File: src/rtl/prod_accum_pkg.sv
// Shared widths, accumulator limits and FSM encoding for the product accumulator
// and its saturating adder.
package prod_accum_pkg;

  localparam int DEF_IN_W  = 32;
  localparam int DEF_ACC_W = 40;
  localparam int DEF_CNT_W = 10;

  localparam logic signed [DEF_ACC_W-1:0] ACC_MAX = {1'b0, {(DEF_ACC_W-1){1'b1}}};
  localparam logic signed [DEF_ACC_W-1:0] ACC_MIN = {1'b1, {(DEF_ACC_W-1){1'b0}}};

  typedef enum logic {
    ACCUM = 1'b0,
    HOLD  = 1'b1
  } state_e;

endpackage

File: src/rtl/prod_accum_sat_add.sv
// Combinational signed saturating adder: ACC_W accumulator plus sign-extended
// IN_W operand, clamped back to ACC_W with an overflow flag.
module sat_add #(
  parameter int ACC_W = prod_accum_pkg::DEF_ACC_W,
  parameter int IN_W  = prod_accum_pkg::DEF_IN_W
) (
  input  logic signed [ACC_W-1:0] a,
  input  logic signed [IN_W-1:0]  b,
  output logic signed [ACC_W-1:0] y,
  output logic                    ovf
);

  localparam logic [ACC_W-1:0] MAX_V = {1'b0, {(ACC_W-1){1'b1}}};
  localparam logic [ACC_W-1:0] MIN_V = {1'b1, {(ACC_W-1){1'b0}}};

  logic [ACC_W:0] sum;

  // One guard bit is enough: the top two bits disagree exactly when the sum
  // left the ACC_W range, and the guard bit gives the direction.
  assign sum = {a[ACC_W-1], a} + {{(ACC_W+1-IN_W){b[IN_W-1]}}, b};

  always_comb begin
    // NOTE: every output gets a value on every path so no latch is inferred.
    y   = sum[ACC_W-1:0];
    ovf = 1'b0;
    if (sum[ACC_W] != sum[ACC_W-1]) begin
      ovf = 1'b1;
      y   = sum[ACC_W] ? MIN_V : MAX_V;
    end
  end

endmodule

File: src/rtl/prod_accum.sv
// Frames the signed product stream from the multiplier into saturated sums,
// one result per in_last frame, delivered over a valid/ready handshake.
module prod_accum
  import prod_accum_pkg::*;
#(
  parameter int IN_W  = DEF_IN_W,
  parameter int ACC_W = DEF_ACC_W,
  parameter int CNT_W = DEF_CNT_W
) (
  input  logic                    clk,
  input  logic                    rst,
  input  logic                    in_valid,
  input  logic signed [IN_W-1:0]  in_data,
  input  logic                    in_last,
  input  logic                    in_abort,
  output logic                    in_ready,
  output logic                    out_valid,
  input  logic                    out_ready,
  output logic signed [ACC_W-1:0] out_data,
  output logic                    out_sat,
  output logic [CNT_W-1:0]        out_count
);

  localparam logic [CNT_W-1:0] CNT_MAX = '1;

  state_e                  state_q, state_d;
  logic signed [ACC_W-1:0] acc_q, acc_d;
  logic [CNT_W-1:0]        cnt_q, cnt_d;
  logic                    sat_q, sat_d;
  logic signed [ACC_W-1:0] out_data_q, out_data_d;
  logic                    out_sat_q, out_sat_d;
  logic [CNT_W-1:0]        out_count_q, out_count_d;

  logic signed [ACC_W-1:0] sum;
  logic                    sum_ovf;
  logic                    accept;

  sat_add #(
    .ACC_W(ACC_W),
    .IN_W (IN_W)
  ) u_sat_add (
    .a  (acc_q),
    .b  (in_data),
    .y  (sum),
    .ovf(sum_ovf)
  );

  assign out_valid = (state_q == HOLD);
  assign in_ready  = !out_valid || out_ready;
  assign accept    = in_valid && in_ready && !in_abort;
  assign out_data  = out_data_q;
  assign out_sat   = out_sat_q;
  assign out_count = out_count_q;

  always_comb begin
    state_d     = state_q;
    acc_d       = acc_q;
    cnt_d       = cnt_q;
    sat_d       = sat_q;
    out_data_d  = out_data_q;
    out_sat_d   = out_sat_q;
    out_count_d = out_count_q;

    if (state_q == HOLD && out_ready) begin
      state_d = ACCUM;
    end

    // Abort only touches the partial frame; a pending result stays in HOLD.
    if (in_abort) begin
      acc_d = '0;
      cnt_d = '0;
      sat_d = 1'b0;
    end else if (accept) begin
      if (in_last) begin
        out_data_d  = sum;
        out_sat_d   = sat_q || sum_ovf;
        out_count_d = (cnt_q == CNT_MAX) ? cnt_q : cnt_q + 1'b1;
        state_d     = HOLD;
        acc_d       = '0;
        cnt_d       = '0;
        sat_d       = 1'b0;
      end else begin
        acc_d = sum;
        cnt_d = (cnt_q == CNT_MAX) ? cnt_q : cnt_q + 1'b1;
        sat_d = sat_q || sum_ovf;
      end
    end
  end

  // NOTE: sequential state uses non-blocking assignments so every flop samples
  // pre-edge values regardless of statement order.
  always_ff @(posedge clk or posedge rst) begin
    if (rst) begin
      state_q     <= ACCUM;
      acc_q       <= '0;
      cnt_q       <= '0;
      sat_q       <= 1'b0;
      out_data_q  <= '0;
      out_sat_q   <= 1'b0;
      out_count_q <= '0;
    end else begin
      state_q     <= state_d;
      acc_q       <= acc_d;
      cnt_q       <= cnt_d;
      sat_q       <= sat_d;
      out_data_q  <= out_data_d;
      out_sat_q   <= out_sat_d;
      out_count_q <= out_count_d;
    end
  end

endmodule
File: config.mk
export PLATFORM = sky130hd
export DESIGN_NAME = prod_accum
export DESIGN_NICKNAME = d
export VERILOG_FILES = /design/src/rtl/prod_accum_pkg.sv /design/src/rtl/prod_accum_sat_add.sv /design/src/rtl/prod_accum.sv
export SDC_FILE = /design/constraint.sdc
export NUM_CORES = 1
export LEC_CHECK = 0
export CORE_AREA = 2 2 124 126
export CTS_CLUSTER_SIZE = 28
export DETAILED_ROUTE_END_ITERATION = 12
export DIE_AREA = 0 0 126 128
export GPL_ROUTABILITY_DRIVEN = 0
export PLACE_DENSITY = 0.67
export SLEW_MARGIN = 5
export SYNTH_ARGS = -nofsm -noshare
export SYNTH_HDL_FRONTEND = slang
export SYNTH_SLANG_ARGS = --single-unit
File: constraint.sdc
create_clock -name clk -period 5.9 [get_ports clk]
set_input_delay 1.77 -clock clk [delete_from_list [all_inputs] [get_ports clk]]
set_output_delay 1.77 -clock clk [all_outputs]
set_load 0.005 [all_outputs]
[Word-level counts from Yosys, hierarchy flattened]
Index checks and enable logic that the tools add are counted.
Cells by class
  reductions and logical operators: 9
  $add $sub $neg: 2
  multiplexer cells: 17
  equality and inequality tests: 2
  bitwise logic cells: 1
Operator list (number)
  $mux W40: 5
  $add A40 B32 Y41: 1
  $mux W10: 4
  $add A10 B1 Y10 const B: 1
  $eq A10 B10 Y1 const B: 1
  $mux W1: 8
  $logic_and A1 B1 Y1: 3
  $reduce_and A3 Y1: 1
  $logic_not A1 Y1: 2
  $logic_or A1 B1 Y1: 2
  $reduce_bool A2 Y1: 1
  $ne A1 B1 Y1: 1
  $not A1 Y1: 1
Word-level totals
  flip-flop bits (word level): 103
  word-level logic and storage cells: 38
  output and inout port bits: 53

[Depth between registers and ports, before layout]
  word-level depth: 7
  mapped depth: 13

[Modules after synthesis]
A second synthesis with hierarchy kept.
Unflattened totals
  cells, all modules: 774
  area, all modules: 7044.3 µm²
By module, submodules not included
  prod_accum: times used 1, area each 4170.2 µm², cells each 386
  sat_add: times used 1, area each 2874.0 µm², cells each 388

[Least setup slack after synthesis]
No wires, ideal clock.
  kind: input to register
  start: input port in_data[0]
  end: register acc_q[4]
  data arrival time: 4.437 ns
  cell stages on the path: 13
  slack: 1.376 ns
  cells stage by stage: ha_1 inv_1 fa_1 and2b_1 o31ai_1 o22a_1 o41ai_4 o21ai_2 o211a_4 a2bb2oi_4 buf_6 nand3_1 o211ai_1
On the way
  longest elaborated chain between the ends: 6
RTL lines
  from (decl): line prod_accum.sv:13  | input logic signed [IN_W-1:0] in_data,
  $add A40 B32 Y41 (*): line prod_accum_sat_add.sv:20  | assign sum = {a[ACC_W-1], a} + {{(ACC_W+1-IN_W){b[IN_W-1]}}, b};
  $mux W40 or $ne A1 B1 Y1 (tied branches): line prod_accum_sat_add.sv:28, prod_accum_sat_add.sv:26
  $mux W40 (*): line prod_accum_sat_add.sv:26  | if (sum[ACC_W] != sum[ACC_W-1]) begin
  $mux W40 (*): line prod_accum.sv:74  | if (in_last) begin
  $mux W40 (*): line prod_accum.sv:73  | end else if (accept) begin
  $mux W40 (*): line prod_accum.sv:69  | if (in_abort) begin
  to (signal assigned): line prod_accum.sv:95  | acc_q <= '0;
  to (signal assigned): line prod_accum.sv:103  | acc_q <= acc_d;
  to (decl): line prod_accum.sv:27  | logic signed [ACC_W-1:0] acc_q, acc_d;
Every way passes the cells marked *; elsewhere a longest branch is shown, timed or not. The select of a mux whose other input is x is not followed.
A chain may end at the register's enable or synchronous reset.

[Worst setup path after layout]
  start: input port in_data[31]
  end: register out_data_q[36], in the netlist out_data[36]
On the way
  longest elaborated chain between the ends: 3
RTL lines
  $add A40 B32 Y41 (*): line prod_accum_sat_add.sv:20
  $mux W40 or $ne A1 B1 Y1 (tied branches): line prod_accum_sat_add.sv:28, prod_accum_sat_add.sv:26
  $mux W40 (*): line prod_accum_sat_add.sv:26
  to (signal assigned): line prod_accum.sv:106  | out_data_q <= out_data_d;
  to (decl): line prod_accum.sv:30  | logic signed [ACC_W-1:0] out_data_q, out_data_d;
Every way passes the cells marked *; elsewhere a longest branch is shown, timed or not.

==> results.tsv <==
metric	value	unit
outcome	completed	
ys_ff_latch	103	
cp_num_cells	11	
grt_pass1_vias	5793	
design_area	7893	sq um
cts_max_path_buffers	2	
final_nets	909	
regToRegStartpoint	acc_q[0]	
cp_common_cell	a21oi_1	
postCtsSetupBuffers	0	
start_util	43.75	%
yosys_warnings	0	
netlist.area_leader.share	39.64	%
synth_area	6502	sq um
syn_avg_cell_area	8.624	sq um
r2r_end	out_data[36]	
wl_per_cell	17.16	um
worstPathMaxFanout	25	
die-area	16130	sq um
clockRootBuffer	clkbuf_16	
dpl_cell_area	7581	sq um
dieHeight	128	um
grt_setup_unrepaired	no	
dr.pass1.iters	5	
wl	17520	um
skew	0.009260	ns
placementRows	45	
dr.first_iter.drc_count	520	
setup_violations	0	
fmax	188.3	MHz
power.leakage	3.605	nW
die_w	126	um
drc	0	
end_kind	flip-flop	
slowest_stage	nor2_2	
numCtsBuffers	9	
hp-class	flip-flop to flip-flop	
period_share	90.02	%
drive_gt1_share	4.922	%
synth_area_leaders	dfrtp_1 (40%), nand2_1 (8.0%), ha_1 (7.9%)	
synthArstFlopShare	100.0	%
drt-vias-per-instance	5.763	
critical_path_arrival	5.50	ns
holdPathEnd	out_count[8]	
clkTransAtPathRegs	0.07	ns
critPathBufInv	1	
utilization	53.10	%
peakVddDrop	0.1410	mV
min_period	5.311	ns
worst-slew-pin-transition	1.032	ns
grt_usage	21.86	%
htreeDepth	3	
grt_pass1_wl	28810	um
cts_tree	built	
cp-start-kind	input port	
tns	0	ns
cp_cell_sequence	clkdlybuf4s50_1, ha_1, a21oi_1, o21bai_1, a21oi_1, o211ai_1, a221oi_1, nand2_1, o2bb2ai_4, nor2_2, a21oi_1	
slew_headroom	31.12	%
cap_violations	0	
post-synth-top-count-cell	nand2_1	
synthCells	754	
fillers	1413	
path_class	input port to flip-flop	
antenna_cells	0	
hold_violations	0	
clk_latency	0.36	ns
min_from	out_count[8]	
r2r_slack	2.08	ns
cp_top_family	compound AO/OA/AOI/OAI gates	
ys_seq_area_share	39.64	%
ant_nets	0	
reg2reg_depth	12	
postCtsResizedCells	0	
port_buffers	90	
synth_common_cells	nand2_1 (138), dfrtp_1 (103), a21oi_1 (85)	
p_per_area	283.0	nW/um^2
synth_edf_count	0	
antenna_found_initial	0	
min_path_cells	2	
instances_no_fill	1021	
postCtsHoldBufs	0	
cts_num_sinks	103	
coreArea	14860	sq um
overflow	0	
dp_hpwl	12620	um
yosysUniqueCellTypes	58	
synth_fp_nets	834	
crit_required	6.09	ns
ys.flop_type	dfrtp_1	
drv_slew	0	
grt_max_degree	74	
slowest_delay	0.82	ns
synth_top_area_cell	dfrtp_1	
area_growth	21.38	%
vias	5884	
pin_count	91	
place_inst	1006	
## flip-flops by register name (all words and copies together) (netlist names)
name       flops
acc_q         40
out_data      40
cnt_q         10
out_count     10
out_sat        1
out_valid      1
sat_q          1
## cells by family after synthesis
group	Yosys count	share of synthesized area [%]
simple gates	251	16.72
compound gates	261	25.94
fa+ha+maj	42	8.197
buf+inv	52	3.367
mux	4	0.6158
xor+xnor	41	5.522
flops	103	39.64
## placed cells by master (no fill, tap or decap), types with 16 or more instances in the layout
cell type and count:
nor2_1 47, o211ai_1 16, dfrtp_1 103, xor2_1 23, a21oi_1 84, nand3_1 19, clkdlybuf4s50_1 90, ha_1 41
xnor2_1 18, o21ai_0 69, nand2_1 138
## power by group
group / internal, W / switching, W
combinational: 0.000347 / 0.000363
clock: 0.000369 / 0.000277
sequential: 0.000812 / 0.0000650
total: 0.00153 / 0.000706
## layout make-up
type	count	area, sq um	area share, %
timing repair buffer	102	991.0	12.56
clock buffer	9	225.2	2.854
inverter	14	55.05	0.6975
tap	188	235.2	2.980
sequential	103	2577	32.66
clock inverter	6	86.33	1.094
multi-input combinational	599	3722	47.16
## worst reg2reg max path, stage by stage (launching register included)
cell and delay (ns):
dfrtp_1 0.38, ha_1 0.22, inv_1 0.08, fa_1 0.19
and2b_1 0.20, o31ai_1 0.42, o22a_1 0.34, o41ai_4 0.16
o21ai_2 0.23, o211a_4 0.24, o2bb2ai_4 0.19, nor2_2 0.83
a21oi_1 0.18
## per-layer routing
metal / share of wire (%) / track usage (%)
met1: 47 / 29.76
met2: 46 / 35.17
met3: 4.9 / 3.422
met4: 2.6 / 8.727
met5: 0 / 0
## stage by stage
stage,power (W),worst slack [ns],hold WS [ns]
floorplan,0.001281,1.376,0.4538
finish,0.002234,0.5888,0.4889
detailed placement,0.001598,0.2553,0.4743
global route,0.002351,0.1857,0.5107
global placement,0.001581,0.4129,0.4659
CTS,0.002236,0.6359,0.4947
## worst max path at each step
stage                startpoint            to  slack (ns)
finish              in_data[31]  out_data[36]        0.59
global placement     in_data[0]   out_data[0]        0.41
global route        in_data[31]  out_data[36]        0.19
floorplan            in_data[0]      acc_q[4]        1.38
CTS                 in_data[31]  out_data[36]        0.64
detailed placement   in_data[0]  out_data[36]        0.26
(Power assumes the default switching activity.)
